$ cat src/rtl/tsc_readout.sv
// Byte FIFO used by the readout controller: first-word fall-through, registered count.
// Latency: a pushed byte is at the head one cycle after the push edge.
// Backpressure: full is derived from the registered count and the writer must honour it.
module tsc_fifo #(
    parameter int DEPTH = 16,
    parameter int W     = 8
) (
    input  logic         clk,
    input  logic         reset,
    input  logic         push_vld,
    input  logic [W-1:0] push_dat,
    input  logic         pop_rdy,
    output logic         head_vld,
    output logic [W-1:0] head_dat,
    output logic         full
);
    localparam int AW = $clog2(DEPTH);
    localparam int CW = AW + 1;

    logic [W-1:0]  mem_q [DEPTH];
    logic [AW-1:0] wr_ptr_q, wr_ptr_d;
    logic [AW-1:0] rd_ptr_q, rd_ptr_d;
    logic [CW-1:0] count_q, count_d;
    logic          pop;

    always_comb begin
        pop      = pop_rdy && (count_q != '0);
        wr_ptr_d = push_vld ? wr_ptr_q + AW'(1) : wr_ptr_q;
        rd_ptr_d = pop ? rd_ptr_q + AW'(1) : rd_ptr_q;
        count_d  = count_q;
        if (push_vld && !pop) begin
            count_d = count_q + CW'(1);
        end else if (!push_vld && pop) begin
            count_d = count_q - CW'(1);
        end
    end

    always_ff @(posedge clk or negedge reset) begin
        if (!reset) begin
            wr_ptr_q <= '0;
            rd_ptr_q <= '0;
            count_q  <= '0;
        end else begin
            wr_ptr_q <= wr_ptr_d;
            rd_ptr_q <= rd_ptr_d;
            count_q  <= count_d;
        end
    end

    // Storage carries no reset; the head is masked while the FIFO is empty.
    always_ff @(posedge clk) begin
        if (push_vld) begin
            mem_q[wr_ptr_q] <= push_dat;
        end
    end

    assign head_vld = (count_q != '0);
    assign head_dat = head_vld ? mem_q[rd_ptr_q] : '0;
    assign full     = (count_q == CW'(DEPTH));
endmodule

// Readout controller: start a capture, wait for capture-done, drain cache bytes into a FIFO.
// Latency: arm->tsc_start 1 cycle; tsc_cd->tsc_req 2 cycles; tsc_rdy->out_valid 1 cycle.
// Backpressure: no request while the FIFO is full (tsc_sbf=1); downstream pops on out_valid&out_ready.
module tsc_readout #(
    parameter int N_SAMPLES   = 32,
    parameter int BUF_DEPTH   = 16,
    parameter int REQ_TIMEOUT = 255
) (
    input  logic        clk,
    input  logic        reset,
    input  logic        arm,
    output logic        tsc_start,
    input  logic        tsc_trd,
    input  logic        tsc_cd,
    input  logic [31:0] tsc_trigtm,
    output logic        tsc_req,
    input  logic        tsc_rdy,
    input  logic [7:0]  tsc_dat,
    input  logic        tsc_sd,
    output logic        tsc_sbf,
    output logic [7:0]  out_data,
    output logic        out_valid,
    input  logic        out_ready,
    output logic [31:0] trig_time,
    output logic        trig_seen,
    output logic        busy,
    output logic        done,
    output logic        err
);
    localparam int BCW = $clog2(N_SAMPLES + 1);
    localparam int TW  = $clog2(REQ_TIMEOUT + 1);

    typedef enum logic [2:0] {
        ST_IDLE,
        ST_START,
        ST_WAIT_CD,
        ST_REQ,
        ST_WAIT_RDY,
        ST_DONE,
        ST_ERR
    } state_t;

    state_t         state_q, state_d;
    logic [BCW-1:0] bcnt_q, bcnt_d;
    logic [TW-1:0]  tmo_q, tmo_d;
    logic           err_q, err_d;
    logic [31:0]    trig_time_q, trig_time_d;
    logic           trig_seen_q, trig_seen_d;
    logic           tsc_req_q, tsc_req_d;
    logic           push_vld;
    logic           fifo_full;

    always_comb begin
        state_d     = state_q;
        bcnt_d      = bcnt_q;
        tmo_d       = tmo_q;
        err_d       = err_q;
        trig_time_d = trig_time_q;
        trig_seen_d = trig_seen_q;
        push_vld    = 1'b0;

        case (state_q)
            ST_IDLE: begin
                if (arm) begin
                    err_d       = 1'b0;
                    trig_seen_d = 1'b0;
                    bcnt_d      = '0;
                    state_d     = ST_START;
                end
            end
            ST_START: state_d = ST_WAIT_CD;
            ST_WAIT_CD: begin
                if (tsc_cd) begin
                    trig_time_d = tsc_trigtm;
                    trig_seen_d = tsc_trd;
                    state_d     = ST_REQ;
                end
            end
            ST_REQ: begin
                tmo_d = '0;
                // Waiting for tsc_rdy to fall keeps a slow cache from double-answering.
                if (!fifo_full && !tsc_rdy) begin
                    state_d = ST_WAIT_RDY;
                end
            end
            ST_WAIT_RDY: begin
                if (tsc_rdy) begin
                    push_vld = 1'b1;
                    bcnt_d   = (bcnt_q == BCW'(N_SAMPLES)) ? bcnt_q : bcnt_q + BCW'(1);
                    if (tsc_sd || (bcnt_q >= BCW'(N_SAMPLES - 1))) begin
                        state_d = ST_DONE;
                    end else begin
                        state_d = ST_REQ;
                    end
                end else if (tsc_sd) begin
                    state_d = ST_DONE;
                end else if (tmo_q == TW'(REQ_TIMEOUT - 1)) begin
                    state_d = ST_ERR;
                end else begin
                    tmo_d = tmo_q + TW'(1);
                end
            end
            ST_DONE: state_d = ST_IDLE;
            ST_ERR: begin
                err_d   = 1'b1;
                state_d = ST_IDLE;
            end
            default: state_d = ST_IDLE;
        endcase

        tsc_req_d = (state_d == ST_WAIT_RDY);
    end

    always_ff @(posedge clk or negedge reset) begin
        if (!reset) begin
            state_q     <= ST_IDLE;
            bcnt_q      <= '0;
            tmo_q       <= '0;
            err_q       <= 1'b0;
            trig_time_q <= '0;
            trig_seen_q <= 1'b0;
            tsc_req_q   <= 1'b0;
        end else begin
            state_q     <= state_d;
            bcnt_q      <= bcnt_d;
            tmo_q       <= tmo_d;
            err_q       <= err_d;
            trig_time_q <= trig_time_d;
            trig_seen_q <= trig_seen_d;
            tsc_req_q   <= tsc_req_d;
        end
    end

    tsc_fifo #(
        .DEPTH (BUF_DEPTH),
        .W     (8)
    ) u_fifo (
        .clk      (clk),
        .reset    (reset),
        .push_vld (push_vld),
        .push_dat (tsc_dat),
        .pop_rdy  (out_ready),
        .head_vld (out_valid),
        .head_dat (out_data),
        .full     (fifo_full)
    );

    assign tsc_start = (state_q == ST_START);
    assign done      = (state_q == ST_DONE);
    assign busy      = (state_q != ST_IDLE);
    assign tsc_req   = tsc_req_q;
    assign tsc_sbf   = fifo_full;
    assign err       = err_q;
    assign trig_time = trig_time_q;
    assign trig_seen = trig_seen_q;
endmodule

$ cat config.mk
export PLATFORM = sky130hd
export DESIGN_NAME = tsc_readout
export DESIGN_NICKNAME = d
export VERILOG_FILES = /design/src/rtl/tsc_readout.sv
export SDC_FILE = /design/constraint.sdc
export NUM_CORES = 1
export LEC_CHECK = 0
export ABC_AREA = 1
export CORE_ASPECT_RATIO = 2
export CORE_MARGIN = 4
export CORE_UTILIZATION = 25
export CTS_BUF_LIST = sky130_fd_sc_hd__clkbuf_8
export CTS_CLUSTER_SIZE = 12
export DETAILED_ROUTE_END_ITERATION = 10
export GPL_TIMING_DRIVEN = 0
export PLACE_DENSITY_LB_ADDON = 0.25
export SYNTH_ARGS = -nofsm -noshare
export SYNTH_HDL_FRONTEND = slang
export SYNTH_SLANG_ARGS = --single-unit
$ cat constraint.sdc
create_clock -name clk -period 5.2 [get_ports clk]
set_input_delay 0.52 -clock clk [delete_from_list [all_inputs] [get_ports clk]]
set_output_delay 0.52 -clock clk [all_outputs]
set_load 0.02 [all_outputs]
After elaboration in Yosys (flattened, before gate mapping)
Memory sizes are Yosys's and may differ from the RTL's. Cells that the tools add are included.

$add $sub $neg: 6. Shifts and indexed selects: 0. Reductions and logical operators: 22. Bitwise logic cells: 0. Equality and inequality tests: 17. Order comparisons: 1. Div/mod/pow operators: 0. Muxes and demuxes: 27. Multiply operators: 0.

Operators by type and width (count): 8-bit two-way mux (4); 3-bit two-way mux (7); 6-bit two-way mux (3); 8-bit one-hot mux with 2 select lines (1); 3-bit one-hot mux with 5 select lines (1); 2-bit inequality test (second input constant) (7); 3-bit == test (second input constant) (4); 6-bit one-hot mux with 2 select lines (1); 5-bit two-way mux (2); 2-bit nonzero test (5); 4-bit by 1-bit adder with 4-bit output (second input constant) (2); 8-bit by 1-bit adder with 8-bit output (second input constant) (1); 8-bit == test (second input constant) (1); 4-bit AND reduction (2); 6-bit by 1-bit adder with 6-bit output (second input constant) (1); 3-bit by 2-bit == test with 1-bit output (second input constant) (2); 6-bit == test (second input constant) (1); 6-bit by 5-bit greater-or-equal comparator with 1-bit output (second input constant) (1); 1-bit two-way mux (6); 5-bit by 1-bit adder with 5-bit output (second input constant) (1); 5-bit == test (second input constant) (1); 5-bit nonzero test (1); 5-bit by 1-bit subtractor with 5-bit output (second input constant) (1); 1-bit logical AND (4); 8 further kinds (13).

Word-level logic and storage cells: 84. Bits in latches: 0. Register bits after elaboration: 65. Memory bits (writable): 128. ROM bits: 0. Bits of input ports: 48. Memories: 1. Output and inout bits: 48.

Memory list: u_fifo.mem_q (depth 16, width 8, rd ports 1, clocked after memory_dff 0, wr ports 1, RTL line 20) `logic [W-1:0] mem_q [DEPTH];`.

Depth between registers and ports, before layout
Word-level depth: 6. Mapped depth: 14. Depth with buffers taken out: 14.

Cells and area by module
From an unflattened synthesis, not the netlist that was laid out.

Cell total of the unflattened synthesis: 862. Area, all modules: 8627.0 um^2.

Modules (own cells, without submodules): tsc_fifo (area an instance 6002.0 um^2, cells an instance 529, instances 1); tsc_readout (area an instance 2625.0 um^2, cells an instance 333, instances 1).

Worst setup path after synthesis
Ideal clock, no wire load.

Path kind: reg2reg. From: register u_fifo.count_q[0]. To: register u_fifo.count_q[4]. Data required time: 5.135 ns. Arrival time: 2.378 ns. Slack: 2.757 ns. Stages on the path, launching flop included: 15. Path buffers: 0. Cell sequence: dfrtp_1 > nor2_1 > nand3_1 > nor2_2 > inv_1 > nand2_1 > ha_1 > inv_1 > fa_1 > nand2_1 > nand2_1 > a21oi_1 > xor2_1 > nand2_1 > nand2_1.

Longest elaborated chain between the ends: 5. Elaborated cells between the ends (all ways): 10. Those cells by class: add/sub: 2; mux: 2; reduce/logical: 6.

RTL lines: start, declared (RTL line 23) `logic [CW-1:0] count_q, count_d;`; start signal, assigned (RTL line 46) `count_q <= count_d;`; 5-bit nonzero test *; via out_valid (RTL line 83) `output logic out_valid,`; 1-bit logical AND * (RTL line 27) `pop = pop_rdy && (count_q != '0);`; 1-bit logical NOT (RTL line 31) `if (push_vld && !pop) begin`; 1-bit logical AND (RTL line 31); 5-bit two-way mux / 2-bit nonzero test (equally long branches).

Mark *: on every way through the listed nets, which the timed path passes. The rest lies on a longest branch. The select of a mux whose other input is x is not followed. A chain may end at the register's enable or synchronous reset.

Final worst setup path
From: register u_fifo.rd_ptr_q[0]. To: output out_data[4].

Longest elaborated chain between the ends: 2.

RTL lines: start, declared (RTL line 22) `logic [AW-1:0] rd_ptr_q, rd_ptr_d;`; start signal, assigned (RTL line 45) `rd_ptr_q <= rd_ptr_d;`; memory 16 x 8 bit; 8-bit two-way mux (RTL line 58) `assign head_dat = head_vld ? mem_q[rd_ptr_q] : '0;`; end, declared (RTL line 82) `output logic [7:0] out_data,`.

No other way between the ends.

==> reports/results.tsv <==
stage	metric	value	unit
status	outcome	finished clean	
cells_and_area	area_growth	22.8	%
yosys	synth_area	0.00851	mm2
timing	period_minus_slack	3.39	ns
global_route	grt_util_all_layers	12.5	%
die	dieHeight	269	um
placement	place_congestion	0.832	
timing	finClkSkew	0.0128	ns
global_route	use_met3	2.70	%
timing	setup_ws	1.81	ns
setup_path	r2r-end	u_fifo.count_q[4]	
timing	fin_tns_setup	0	ns
timing	slew_violations	0	
setup_path	r2r_start	u_fifo.count_q[0]	
yosys	synthTopCellsByArea	edfxtp_1, dfrtp_1, nand2_1, nand3_1, mux2_4	
routing	wirelength	22.7	mm
global_route	grt_max_degree	52	
setup_path	crit_start	u_fifo.rd_ptr_q[0]	
yosys	ys_types	33	
setup_path	cp_cell_sequence	inv_1, buf_2, buf_2, nand2_1, nand3_1, nand3_1, nand2_1, nand2_1, a21oi_1, clkdlybuf4s50_1	
yosys	yosysTopAreaCell	edfxtp_1	
die	die_w	138	um
global_route	grt-busiest-layer	met2	
power_and_ir_drop	p_total	5.55	mW
placement	dp_hpwl	17.0	mm
clocking	cts.sinks	193	
die	pin_count	96	
clocking	cts_tree	yes	
global_route	antenna_found_initial	1	
placement	io_buffers	95	
routing	drt_iter0_drc	252	
die	core_area	0.0336	mm2
timing	setup_viol	0	
setup_path	r2r_slack	2.34	ns
clocking	post_cts_buffers	0	
job	maxCapViolCount	0	
timing	max_slew.worst_pin.slew	0.984	ns
yosys	seq_area_frac_synth	64.2	%
yosys	yosys_warnings	0	
cells_and_area	design_area	0.0105	mm2
yosys	syn_inst	766	
cells_and_area	drive_gt1_share	12.5	%
yosys	yosysTopAreaCellShare	45.1	%
power_and_ir_drop	p_leak	4.23	nW
routing	antenna_left	0	
clocking	root_buffer	clkbuf_8	
setup_path	worstPathArrival	2.87	ns
placement	placed_area	0.0100	mm2
yosys	synth_fp_nets	828	
timing	maxSlewHeadroom	34.2	%
global_route	grt_pass1_vias	6138	
clocking	worstSkewPairLatency	0.48	ns
setup_path	required	4.68	ns
setup_path	crit_path_max_incr_delay	0.63	ns
routing	avgRoutedWirePerCell	17.0	um
setup_path	cp_slowest_cell	clkdlybuf4s50_1	
routing	post-route-drc-count	0	
timing	fmax	295	MHz
die	die_area	0.0373	mm2
global_route	overflow	0	
setup_path	startpoint_type	flop	
yosys	synth_seq_cells	193	
power_and_ir_drop	power.density	531	mW/mm2
routing	num_vias	5735	
clocking	path_clk_slew	0.11	ns
global_route	grtUsageMet1	11.3	%
routing	viasPerCell	4.31	
setup_path	end_kind	output port	
timing	rsz0062_at_grt	false	
timing	timing.final.crit_share	65.1	%
die	rows	95	
setup_path	crit_path_max_fanout	10	
setup_path	crit_type	flop to output port	
cells_and_area	layout.nets	944	
global_route	grt_use_met2	25.5	%
clocking	post_cts_resized	0	
clocking	clock_path_buffers	2	
min_path	min_path_type	input port to asynchronous set/reset pin	
setup_path	crit_buf_inv	4	
clocking	htreeDepth	4	
die	initial_core_util	25.3	%
setup_path	cp_common_cell	nand2_1	
routing	firstDrtPassIters	4	
setup_path	reg2reg_depth	14	
global_route	grt_pass1_wl	35.1	mm
setup_path	path_delay_family	buffers and inverters	
power_and_ir_drop	vdd_drop_max	0.305	mV
timing	finalHoldViolCount	0	
setup_path	worstSetupPathDepth	10	
placement	dp_slack	2.31	ns
yosys	avgSynthCellArea	11.1	um2
clocking	cts_inserted_buffers	17	
-- state kept, by name (all words and copies together), names as in the netlist --
name,count
u_fifo.mem_q,128
trig_time,32
tmo_q,8
bcnt_q,6
u_fifo.count_q,5
u_fifo.rd_ptr_q,4
u_fifo.wr_ptr_q,4
state_q,3
err,1
trig_seen,1
tsc_req,1
-- worst reg2reg max path, delay by kind of cell (launching register included) --
kind / cells / cell delay [ns]
DFF: 1 / 0.45
AOI/OAI and AO/OA: 1 / 0.17
and+or+nand+nor: 8 / 1.13
buffers and inverters: 2 / 0.27
adders and majority gates: 2 / 0.64
xor gates and xnor gates: 1 / 0.17
-- Yosys cell counts --
master	n
clkinv_1	2
ha_1	13
nor3_1	2
nor2_2	2
nor2_1	39
buf_1	1
fa_1	1
o21ai_1	2
or2_2	3
nand2_2	5
buf_2	19
mux2_4	28
buf_6	5
a21oi_1	11
dfrtp_1	65
clkbuf_1	5
o21bai_1	1
nand3_1	118
inv_2	4
xnor2_1	3
nand4_1	3
edfxtp_1	128
nor3_4	1
o21ai_0	9
o21ai_2	4
nand2_1	236
nand2_4	2
nand3_2	1
xor2_1	13
mux2_2	4
o22ai_1	1
inv_1	34
nor3_2	1
-- metrics by stage --
step                instances  utilization (%)  hold slack, ns
global placement         1297             29.8           0.488
floorplan                 766                -           0.224
CTS                      1331             31.1           0.389
global route             1332             31.1           0.430
finish                   1332             31.1           0.442
detailed placement       1298             29.8           0.401
-- cell usage in the layout, fill, tap and decap left out, types with 9 or more instances in the layout --
cell type        Yosys  routed
nand2_1            236     236
edfxtp_1           128     128
nand3_1            118     118
clkdlybuf4s50_1      0      94
dfrtp_1             65      65
nor2_1              39      39
inv_1               34      34
mux2_4              28      28
buf_2               19      19
clkbuf_8             0      17
xor2_1              13      13
ha_1                13      13
a21oi_1             11      11
o21ai_0              9       9
-- final cells by class --
class | count | area (um2)
fillers | 3427 | 23200
flip-flops and latches | 193 | 5470
multi-input cells | 503 | 2720
repair buffers | 97 | 986
well taps | 436 | 546
clock buffers | 17 | 234
plain buffers | 30 | 174
clock inverters | 15 | 171
inverters | 40 | 150
diodes | 1 | 2.50
-- metal layers --
| metal | part of all wire, % | vias to the layer above |
|---|---|---|
| met5 | 0 | - |
| met4 | 4.2 | 0 |
| met3 | 4.4 | 39 |
| met2 | 57 | 158 |
| met1 | 34 | 2726 |
| li1 | - | 2812 |
-- repair_timing --
action | 4_1_cts | 5_1_grt
endpoints found under the hold margin | 14 | 0
setup endpoints to repair | 0 | 0
hold buffers | 1 | 0
-- kinds of logic after synthesis --
| kind of cell | share of synthesized area [%] |
|---|---|
| AOI/OAI and AO/OA | 1.87 |
| xor gates and xnor gates | 1.65 |
| adders and majority gates | 2.15 |
| buffers and inverters | 3.81 |
| DFF | 64.2 |
| muxes | 5.47 |
| and+or+nand+nor | 20.8 |
-- report_power, final --
part           internal (mW)  total, mW  switching (mW)
sequential              1.85       2.00           0.152
combinational           1.03       2.52            1.49
clock                  0.443       1.03           0.584
total                   3.32       5.55            2.23
-- worst max-delay path by stage --
stage	slack [ns]	endpoint
after global routing	1.58	out_data[7]
after floorplan	2.76	u_fifo.count_q[4]
final	1.81	out_data[4]
after CTS	1.74	out_data[4]
after global placement	1.06	u_fifo.wr_ptr_q[3]
after detailed placement	2.31	out_data[4]
No activity file was read; power rests on OpenSTA's default activity.
